===== config.mk =====
export PLATFORM = sky130hd
export DESIGN_NAME = l3_dispatch_ctrl
export DESIGN_NICKNAME = d
export VERILOG_FILES = /design/src/rtl/l3_dispatch_ctrl.sv
export SDC_FILE = /design/constraint.sdc
export NUM_CORES = 1
export LEC_CHECK = 0
export ABC_AREA = 0
export CORE_ASPECT_RATIO = 0.7
export CORE_MARGIN = 8
export CORE_UTILIZATION = 48
export CTS_BUF_LIST = sky130_fd_sc_hd__clkbuf_8
export CTS_CLUSTER_SIZE = 40
export DETAILED_ROUTE_END_ITERATION = 6
export GPL_TIMING_DRIVEN = 0
export PLACE_DENSITY = 0.77
export SETUP_SLACK_MARGIN = 0.02
export SYNTH_ARGS = -nofsm -noshare
export SYNTH_HDL_FRONTEND = slang
export SYNTH_SLANG_ARGS = --single-unit

===== constraint.sdc =====
create_clock -name clk -period 1.8 [get_ports clk]
set_input_delay 0.36 -clock clk [delete_from_list [all_inputs] [get_ports clk]]
set_output_delay 0.36 -clock clk [all_outputs]
set_load 0.03 [all_outputs]

===== src/rtl/l3_dispatch_ctrl.sv =====
// l3_dispatch_ctrl: per-frame sequencer between the EtherType classifier and the
// IPv4/IPv6/ARP header parsers. Opens a frame context on i_frame_start, waits for a
// classifier verdict, starts exactly one parser, waits for its done, then clears the
// classifier's sticky result. Unknown/ambiguous verdicts are dropped; a watchdog aborts
// frames that stall.
// Ports:
//   clk, rst_n                    clock (posedge), asynchronous active-low reset
//   i_frame_start                 pulse: new frame header parse begins
//   i_proto_valid, i_is_*         sticky classifier verdict and flags
//   o_ipv4/ipv6/arp_start         1-cycle parser start pulses
//   i_ipv4/ipv6/arp_done          parser completion inputs
//   o_cls_clr                     1-cycle pulse: clear classifier verdict
//   o_busy                        frame context open
//   o_frame_done/drop/timeout     1-cycle end-of-frame outcome pulses
//   o_frame_overrun               1-cycle pulse: frame_start ignored while busy
//   o_done_cnt/drop_cnt/tmo_cnt   saturating outcome counters
// All outputs are driven directly from flops.
module l3_dispatch_ctrl #(
  parameter int TIMEOUT_CYCLES = 1024,
  parameter int CNT_W          = 16
) (
  input  logic             clk,
  input  logic             rst_n,
  input  logic             i_frame_start,
  input  logic             i_proto_valid,
  input  logic             i_is_ipv4,
  input  logic             i_is_ipv6,
  input  logic             i_is_arp,
  input  logic             i_is_unknown,
  output logic             o_ipv4_start,
  output logic             o_ipv6_start,
  output logic             o_arp_start,
  input  logic             i_ipv4_done,
  input  logic             i_ipv6_done,
  input  logic             i_arp_done,
  output logic             o_cls_clr,
  output logic             o_busy,
  output logic             o_frame_done,
  output logic             o_frame_drop,
  output logic             o_frame_timeout,
  output logic             o_frame_overrun,
  output logic [CNT_W-1:0] o_done_cnt,
  output logic [CNT_W-1:0] o_drop_cnt,
  output logic [CNT_W-1:0] o_tmo_cnt
);

  localparam int              WD_W    = (TIMEOUT_CYCLES > 2) ? $clog2(TIMEOUT_CYCLES) : 1;
  localparam logic [WD_W-1:0] WD_LAST = WD_W'(TIMEOUT_CYCLES - 1);

  typedef enum logic [1:0] {S_IDLE, S_WAIT_CLS, S_WAIT_DONE, S_FINISH} state_t;
  typedef enum logic [1:0] {SEL_NONE, SEL_IPV4, SEL_IPV6, SEL_ARP} sel_t;

  state_t          r_state, w_state_nxt;
  sel_t            r_sel, w_sel_nxt;
  logic [WD_W-1:0] r_wd;

  logic w_cls_ok, w_wd_exp, w_sel_done, w_wd_clr;
  logic w_v4s, w_v6s, w_arps, w_done, w_drop, w_tmo;

  // Verdict is usable only if exactly one known protocol flag is set.
  assign w_cls_ok = $onehot({i_is_ipv4, i_is_ipv6, i_is_arp}) && !i_is_unknown;
  assign w_wd_exp = (r_wd == WD_LAST);

  // Only the parser that was actually started may end the frame.
  always_comb begin
    w_sel_done = 1'b0;
    case (r_sel)
      SEL_IPV4: w_sel_done = i_ipv4_done;
      SEL_IPV6: w_sel_done = i_ipv6_done;
      SEL_ARP:  w_sel_done = i_arp_done;
      default:  w_sel_done = 1'b0;
    endcase
  end

  always_ff @(posedge clk or negedge rst_n) begin
    if (!rst_n) begin
      r_state <= S_IDLE;
      r_sel   <= SEL_NONE;
    end else begin
      r_state <= w_state_nxt;
      r_sel   <= w_sel_nxt;
    end
  end

  // Next state plus the pulse values that get registered onto the outputs.
  // Qualifying events are tested before watchdog expiry so they win a tie.
  always_comb begin
    w_state_nxt = r_state;
    w_sel_nxt   = r_sel;
    w_wd_clr    = 1'b0;
    w_v4s       = 1'b0;
    w_v6s       = 1'b0;
    w_arps      = 1'b0;
    w_done      = 1'b0;
    w_drop      = 1'b0;
    w_tmo       = 1'b0;
    case (r_state)
      S_IDLE: begin
        if (i_frame_start) begin
          w_state_nxt = S_WAIT_CLS;
          w_wd_clr    = 1'b1;
        end
      end
      S_WAIT_CLS: begin
        if (i_proto_valid) begin
          if (w_cls_ok) begin
            w_state_nxt = S_WAIT_DONE;
            w_v4s       = i_is_ipv4;
            w_v6s       = i_is_ipv6;
            w_arps      = i_is_arp;
            if (i_is_ipv4)      w_sel_nxt = SEL_IPV4;
            else if (i_is_ipv6) w_sel_nxt = SEL_IPV6;
            else                w_sel_nxt = SEL_ARP;
          end else begin
            w_state_nxt = S_FINISH;
            w_drop      = 1'b1;
          end
        end else if (w_wd_exp) begin
          w_state_nxt = S_FINISH;
          w_tmo       = 1'b1;
        end
      end
      S_WAIT_DONE: begin
        if (w_sel_done) begin
          w_state_nxt = S_FINISH;
          w_done      = 1'b1;
        end else if (w_wd_exp) begin
          w_state_nxt = S_FINISH;
          w_tmo       = 1'b1;
        end
      end
      S_FINISH: begin
        w_state_nxt = S_IDLE;
        w_sel_nxt   = SEL_NONE;
      end
      default: begin
        w_state_nxt = S_IDLE;
        w_sel_nxt   = SEL_NONE;
      end
    endcase
  end

  // Watchdog runs from frame accept; it holds at its last value so a verdict
  // arriving in the expiry cycle leaves the parser no further grace.
  always_ff @(posedge clk or negedge rst_n) begin
    if (!rst_n) begin
      r_wd <= '0;
    end else if (w_wd_clr) begin
      r_wd <= '0;
    end else if ((r_state == S_WAIT_CLS || r_state == S_WAIT_DONE) && !w_wd_exp) begin
      r_wd <= r_wd + 1'b1;
    end
  end

  always_ff @(posedge clk or negedge rst_n) begin
    if (!rst_n) begin
      o_ipv4_start    <= 1'b0;
      o_ipv6_start    <= 1'b0;
      o_arp_start     <= 1'b0;
      o_cls_clr       <= 1'b0;
      o_busy          <= 1'b0;
      o_frame_done    <= 1'b0;
      o_frame_drop    <= 1'b0;
      o_frame_timeout <= 1'b0;
      o_frame_overrun <= 1'b0;
      o_done_cnt      <= '0;
      o_drop_cnt      <= '0;
      o_tmo_cnt       <= '0;
    end else begin
      o_ipv4_start    <= w_v4s;
      o_ipv6_start    <= w_v6s;
      o_arp_start     <= w_arps;
      o_cls_clr       <= w_done | w_drop | w_tmo;
      o_busy          <= (w_state_nxt != S_IDLE);
      o_frame_done    <= w_done;
      o_frame_drop    <= w_drop;
      o_frame_timeout <= w_tmo;
      o_frame_overrun <= i_frame_start && (r_state != S_IDLE);
      if (w_done && (o_done_cnt != '1)) o_done_cnt <= o_done_cnt + 1'b1;
      if (w_drop && (o_drop_cnt != '1)) o_drop_cnt <= o_drop_cnt + 1'b1;
      if (w_tmo  && (o_tmo_cnt  != '1)) o_tmo_cnt  <= o_tmo_cnt + 1'b1;
    end
  end

endmodule


**Yosys cells after proc, flatten, opt, wreduce, memory -nomap -nowiden**

Index checks and enable logic that the tools add are counted.
Widths: inputs -> output; s select.

- Mux-type cells: 34
- Add/subtract/negate cells: 6
- Reductions and logical operators: 15
- Bitwise gates (word level): 2
- Eq/ne operators: 13

Operators with widths:

| operator | count |
|---|---|
| $add 16x1->16 const B | 3 |
| $ne 16x16->1 const B | 3 |
| $mux 1 | 21 |
| $mux 10 | 2 |
| $mux 2 | 7 |
| $add 10x1->10 const B | 1 |
| $eq 10x10->1 const B | 1 |
| $eq 2x2->1 const B | 4 |
| $pmux 2 s4 | 1 |
| $reduce_bool 2->1 | 4 |
| $eq 2x1->1 const B | 3 |
| $logic_and 1x1->1 | 6 |
| $ne 2x2->1 const B | 2 |
| $pmux 2 s2 | 1 |
| $pmux 1 s3 | 1 |
| $reduce_and 3->1 | 1 |
| $add 1x1->2 | 1 |
| $add 2x1->2 | 1 |
| $logic_not 1->1 | 2 |
| $logic_not 2->1 | 1 |
| $or 1x1->1 | 2 |
| $pmux 1 s2 | 1 |
| $logic_or 1x1->1 | 1 |

- Register bits after elaboration: 71
- Output and inout port bits: 57
- Logic and storage cells: 85
- Input port bits: 11

**Logic depth before layout (Yosys ltp)**

- Depth in word-level cells: 9
- Mapped depth: 9
- Mapped depth without buffers: 8

**Worst setup path after synthesis**

OpenSTA, ideal clock, no wires.

- Kind: input port to flip-flop
- From: in i_is_ipv4
- To: reg o_busy
- Arrival time: 2.063 ns
- Library setup time: 0.127 ns
- Setup slack: -0.390 ns
- Path buffers: 1
- Stages: 9
- Data required time: 1.673 ns
- Cell sequence: inv_1 > fa_1 > nor3b_1 > or2_0 > buf_2 > inv_1 > nor4_1 > a21boi_1 > or2_2

- Cells in the longest elaborated chain, start to end: 7

RTL lines:

| element | line | source |
|---|---|---|
| start, declared | 26 | `input logic i_is_ipv4,` |
| $add 2x1->2 (implied by the code) | 61 | `assign w_cls_ok = $onehot({i_is_ipv4, i_is_ipv6, i_is_arp}) && !i_is_unknown;` |
| $eq 2x1->1 | 61 |  |
| $logic_and 1x1->1 | 61 |  |
| $mux 1 | 106 | `if (w_cls_ok) begin` |
| $mux 2 | 105 | `if (i_proto_valid) begin` |
| $pmux 2 s4 | 97 | `case (r_state)` |
| via w_state_nxt[0] | 53 | `state_t r_state, w_state_nxt;` |
| $reduce_bool 2->1 | 174 | `o_busy <= (w_state_nxt != S_IDLE);` |
| end signal, assigned | 174 |  |
| end, declared | 37 | `output logic o_busy,` |

The timed path passes the listed nets, and every way through them passes these cells.
A chain may end at the register's enable or synchronous reset.

**Worst setup path in the final report**

- From: reg r_state[1]
- To: reg o_drop_cnt[9]

- Cells in the longest elaborated chain, start to end: 3

RTL lines:

| element | line | source |
|---|---|---|
| start, declared | 53 |  |
| start signal, assigned | 80 | `r_state <= w_state_nxt;` |
| $eq 2x1->1 | 97 |  |
| $mux 1 | 97 |  |
| $logic_and 1x1->1 | 180 | `if (w_drop && (o_drop_cnt != '1)) o_drop_cnt <= o_drop_cnt + 1'b1;` |
| end signal, assigned | 180 |  |
| end, declared | 43 | `output logic [CNT_W-1:0] o_drop_cnt,` |

Every way passes these cells.

==> out/metrics.cfg <==
[synthesis]
synth_most_common_cell = dfrtp_1
ys_seq_area_share_pct = 51.3
yosys_warnings = 0
synth_area_leaders = dfrtp_1, xor2_1, xnor2_1
synth-seq-cells = 71
synth_edf_count = 0
syn-mean-instance-area_um2 = 10.4
synth-async-reset-ratio_pct = 100
synth_area_mm2 = 0.00346
synth.distinct_cells = 52
synth_nets = 352
yosys-top-cells-count = dfrtp_1, nor2_1, nand2_1
synthDominantCellAreaShare_pct = 51.3
yosys.area.top_type = dfrtp_1
synthCells = 332
synth-main-ff-cell = dfrtp_1

[grt]
grt_usage_pct = 16.5
grt_pass1_vias = 2831
grt_max_degree = 72
grt.overflow.total = 0
antenna_found_initial = 0
grt_pass1_wl_um = 13800

[timing]
timing.final.crit_share_pct = 110
fin_ws_ps = -180
rsz0062_at_grt = yes
min_period_ps = 1980
max-slew-margin-rel_pct = 42.1
hold_viol_final = 0
skew_ps = 7.98
slew_violations = 0
clock.fmax_ghz = 0.505
worst_pin_slew_ps = 868
final-setup-viol-count = 29

[critical_path]
critical_path.max_stage_delay_ps = 470
worst-path-buf-inv = 1
r2r_start = r_state[1]
arrival_ps = 2220
cp-end-kind = flip-flop
worstReg2RegEnd = o_drop_cnt[9]
r2r_slack_ps = -180
crit_family = simple AND/OR/NAND/NOR gates
cp_data_required_time_ps = 2040
critPathKind = flip-flop to flip-flop
startpoint_type = flip-flop
worst-r2r-cell-count = 7
slowest_stage = nor4b_1
path_cells = inv_4 > ha_4 > nand2_2 > nor4b_1 > a21boi_4 > nand4_1 > xnor2_1
cp_max_fo = 6

[floorplan]
rows = 26
die_h_um = 87.1
dieArea_mm2 = 0.0102
ios = 68
fp.dieW_um = 118
start_util_pct = 48.4
core_area_mm2 = 0.00716

[cells_and_area]
syn_to_final_growth_pct = 48.4
diodes = 0
drive_gt1_share_pct = 30.9
fill_cells = 512
fin_area_mm2 = 0.00514
fin_nets = 465
fin_cells = 548

[clock_tree]
insertion_delay_ps = 350
holdBufCountCts = 0
cts_sinks = 71
cts_tree = built
cts.reportedPaths.clkPinSlew_ps = 80
ctsRootBufferMaster = clkbuf_8
htree_levels = 3
cts_buffers = 9
clk_path_buf_depth = 2

[pwr]
finalPower_mw = 5.35
p_leak_nw = 2.55
peakVddDrop_mv = 0.770
cellPowerDensity_mw_per_mm2 = 1040

[placed_design]
place_congestion = 0.828
placed_cells = 497
io_buffers = 67
hpwlAfterDp_um = 5540
dpl_cell_area_mm2 = 0.00435
dp_slack_ps = -1070

[detailed_routing]
drt_iter0_drc = 93
drc = 0
vias = 2875
drt_first_pass_iters = 4
wl_per_cell_um = 16.3
drtAntennaViolNets = 0
wl_um = 8910
vias_per_cell = 5.25

[run_status]
violations = setup timing
status = finished, violations left

[job]
cap_violations = 0

[min_path]
hp-class = input pin to async pin

[per-layer routing]
metal / GRT usage, % / part of all wire, % / vias up
met5: 0 / 0 / -
met1: 20.8 / 46 / 1423
met3: 5.44 / 4.7 / 13
met2: 27.0 / 49 / 73
met4: 3.59 / 1.0 / 0
li1: - / - / 1366
[sequential cells by signal, indices dropped and copies added, names as in the netlist, 2 cells and up]
signal	flops
r_wd	10
r_sel	2
o_tmo_cnt	16
o_drop_cnt	16
o_done_cnt	16
r_state	2
[cell families (layout without fill, tap and decap cells)]
family / count (synthesis) / in the layout / share of synthesized area [%]
and+or+nand+nor: 151 / 151 / 22.4
DFF: 71 / 71 / 51.3
xor gates and xnor gates: 47 / 47 / 11.9
AOI/OAI and AO/OA: 24 / 24 / 5.64
buffers and inverters: 21 / 139 / 2.35
adders and majority gates: 9 / 9 / 3.47
muxes: 9 / 9 / 2.93
[through the flow]
step	utilization, %	hold WS, ps	setup TNS [ps]
3_5_place_dp	60.7	483	-28000
3_3_place_gp	60.8	480	-170720
2_1_floorplan	-	64.4	-2640
6_report	71.8	111	-3210
5_1_grt	71.8	185	-5930
4_1_cts	67.9	147	-2700
[area by class of cell]
class	instances	area [um2]	area share [%]
multi-input cells	240	1980	38.6
flip-flops and latches	71	1790	34.8
repair buffers	102	917	17.8
clock buffers	9	124	2.41
well taps	98	123	2.39
clock inverters	7	91.3	1.78
inverters	17	76.3	1.48
plain buffers	4	37.5	0.730
[where the power goes]
part | total (mW) | switching [mW] | internal (mW)
Clock | 1.37 | 0.603 | 0.772
Sequential | 2.03 | 0.238 | 1.80
Combinational | 1.94 | 1.01 | 0.929
[worst max-delay path by stage]
stage,start,endpoint,slack [ps],cells past startpoint
after floorplan,i_is_arp,o_drop_cnt[10],-340,9
after global placement,rst_n,o_done_cnt[1],-2270,1
after detailed placement,i_is_arp,o_busy,-1070,10
after CTS,i_is_ipv6,o_drop_cnt[10],-170,10
after global routing,r_state[1],o_drop_cnt[9],-300,7
final,r_state[1],o_drop_cnt[9],-180,7
[repair_timing]
| item | CTS | global route |
|---|---|---|
| resized for setup | 106 | 40 |
| setup buffers | 17 | 17 |
| setup endpoints to repair | 99 | 51 |
| pin swaps | 15 | 23 |
| gates cloned | 2 | 0 |
[cell usage in the layout (no fill, tap or decap), types with 3 or more instances in the layout]
cell / netlist / layout
nor3_1: 11 / 5
xnor2_1: 21 / 20
and3_1: 6 / 6
inv_2: 0 / 3
buf_6: 0 / 12
buf_4: 0 / 28
xor2_1: 26 / 25
dlygate4sd2_1: 0 / 48
nor2_1: 43 / 33
nand2_2: 0 / 4
dfrtp_1: 71 / 62
dfrtp_2: 0 / 9
nand4_1: 8 / 8
o21ai_0: 3 / 3
nand2_1: 28 / 24
mux2_4: 1 / 6
nand3_1: 23 / 21
nor2_2: 1 / 5
nor3_4: 0 / 7
ha_4: 0 / 4
clkdlybuf4s50_1: 0 / 15
nor2_4: 0 / 6
clkbuf_8: 0 / 9
a31oi_1: 3 / 3
and2_1: 3 / 3
inv_1: 17 / 13
Power figures use the tool's default switching activity.
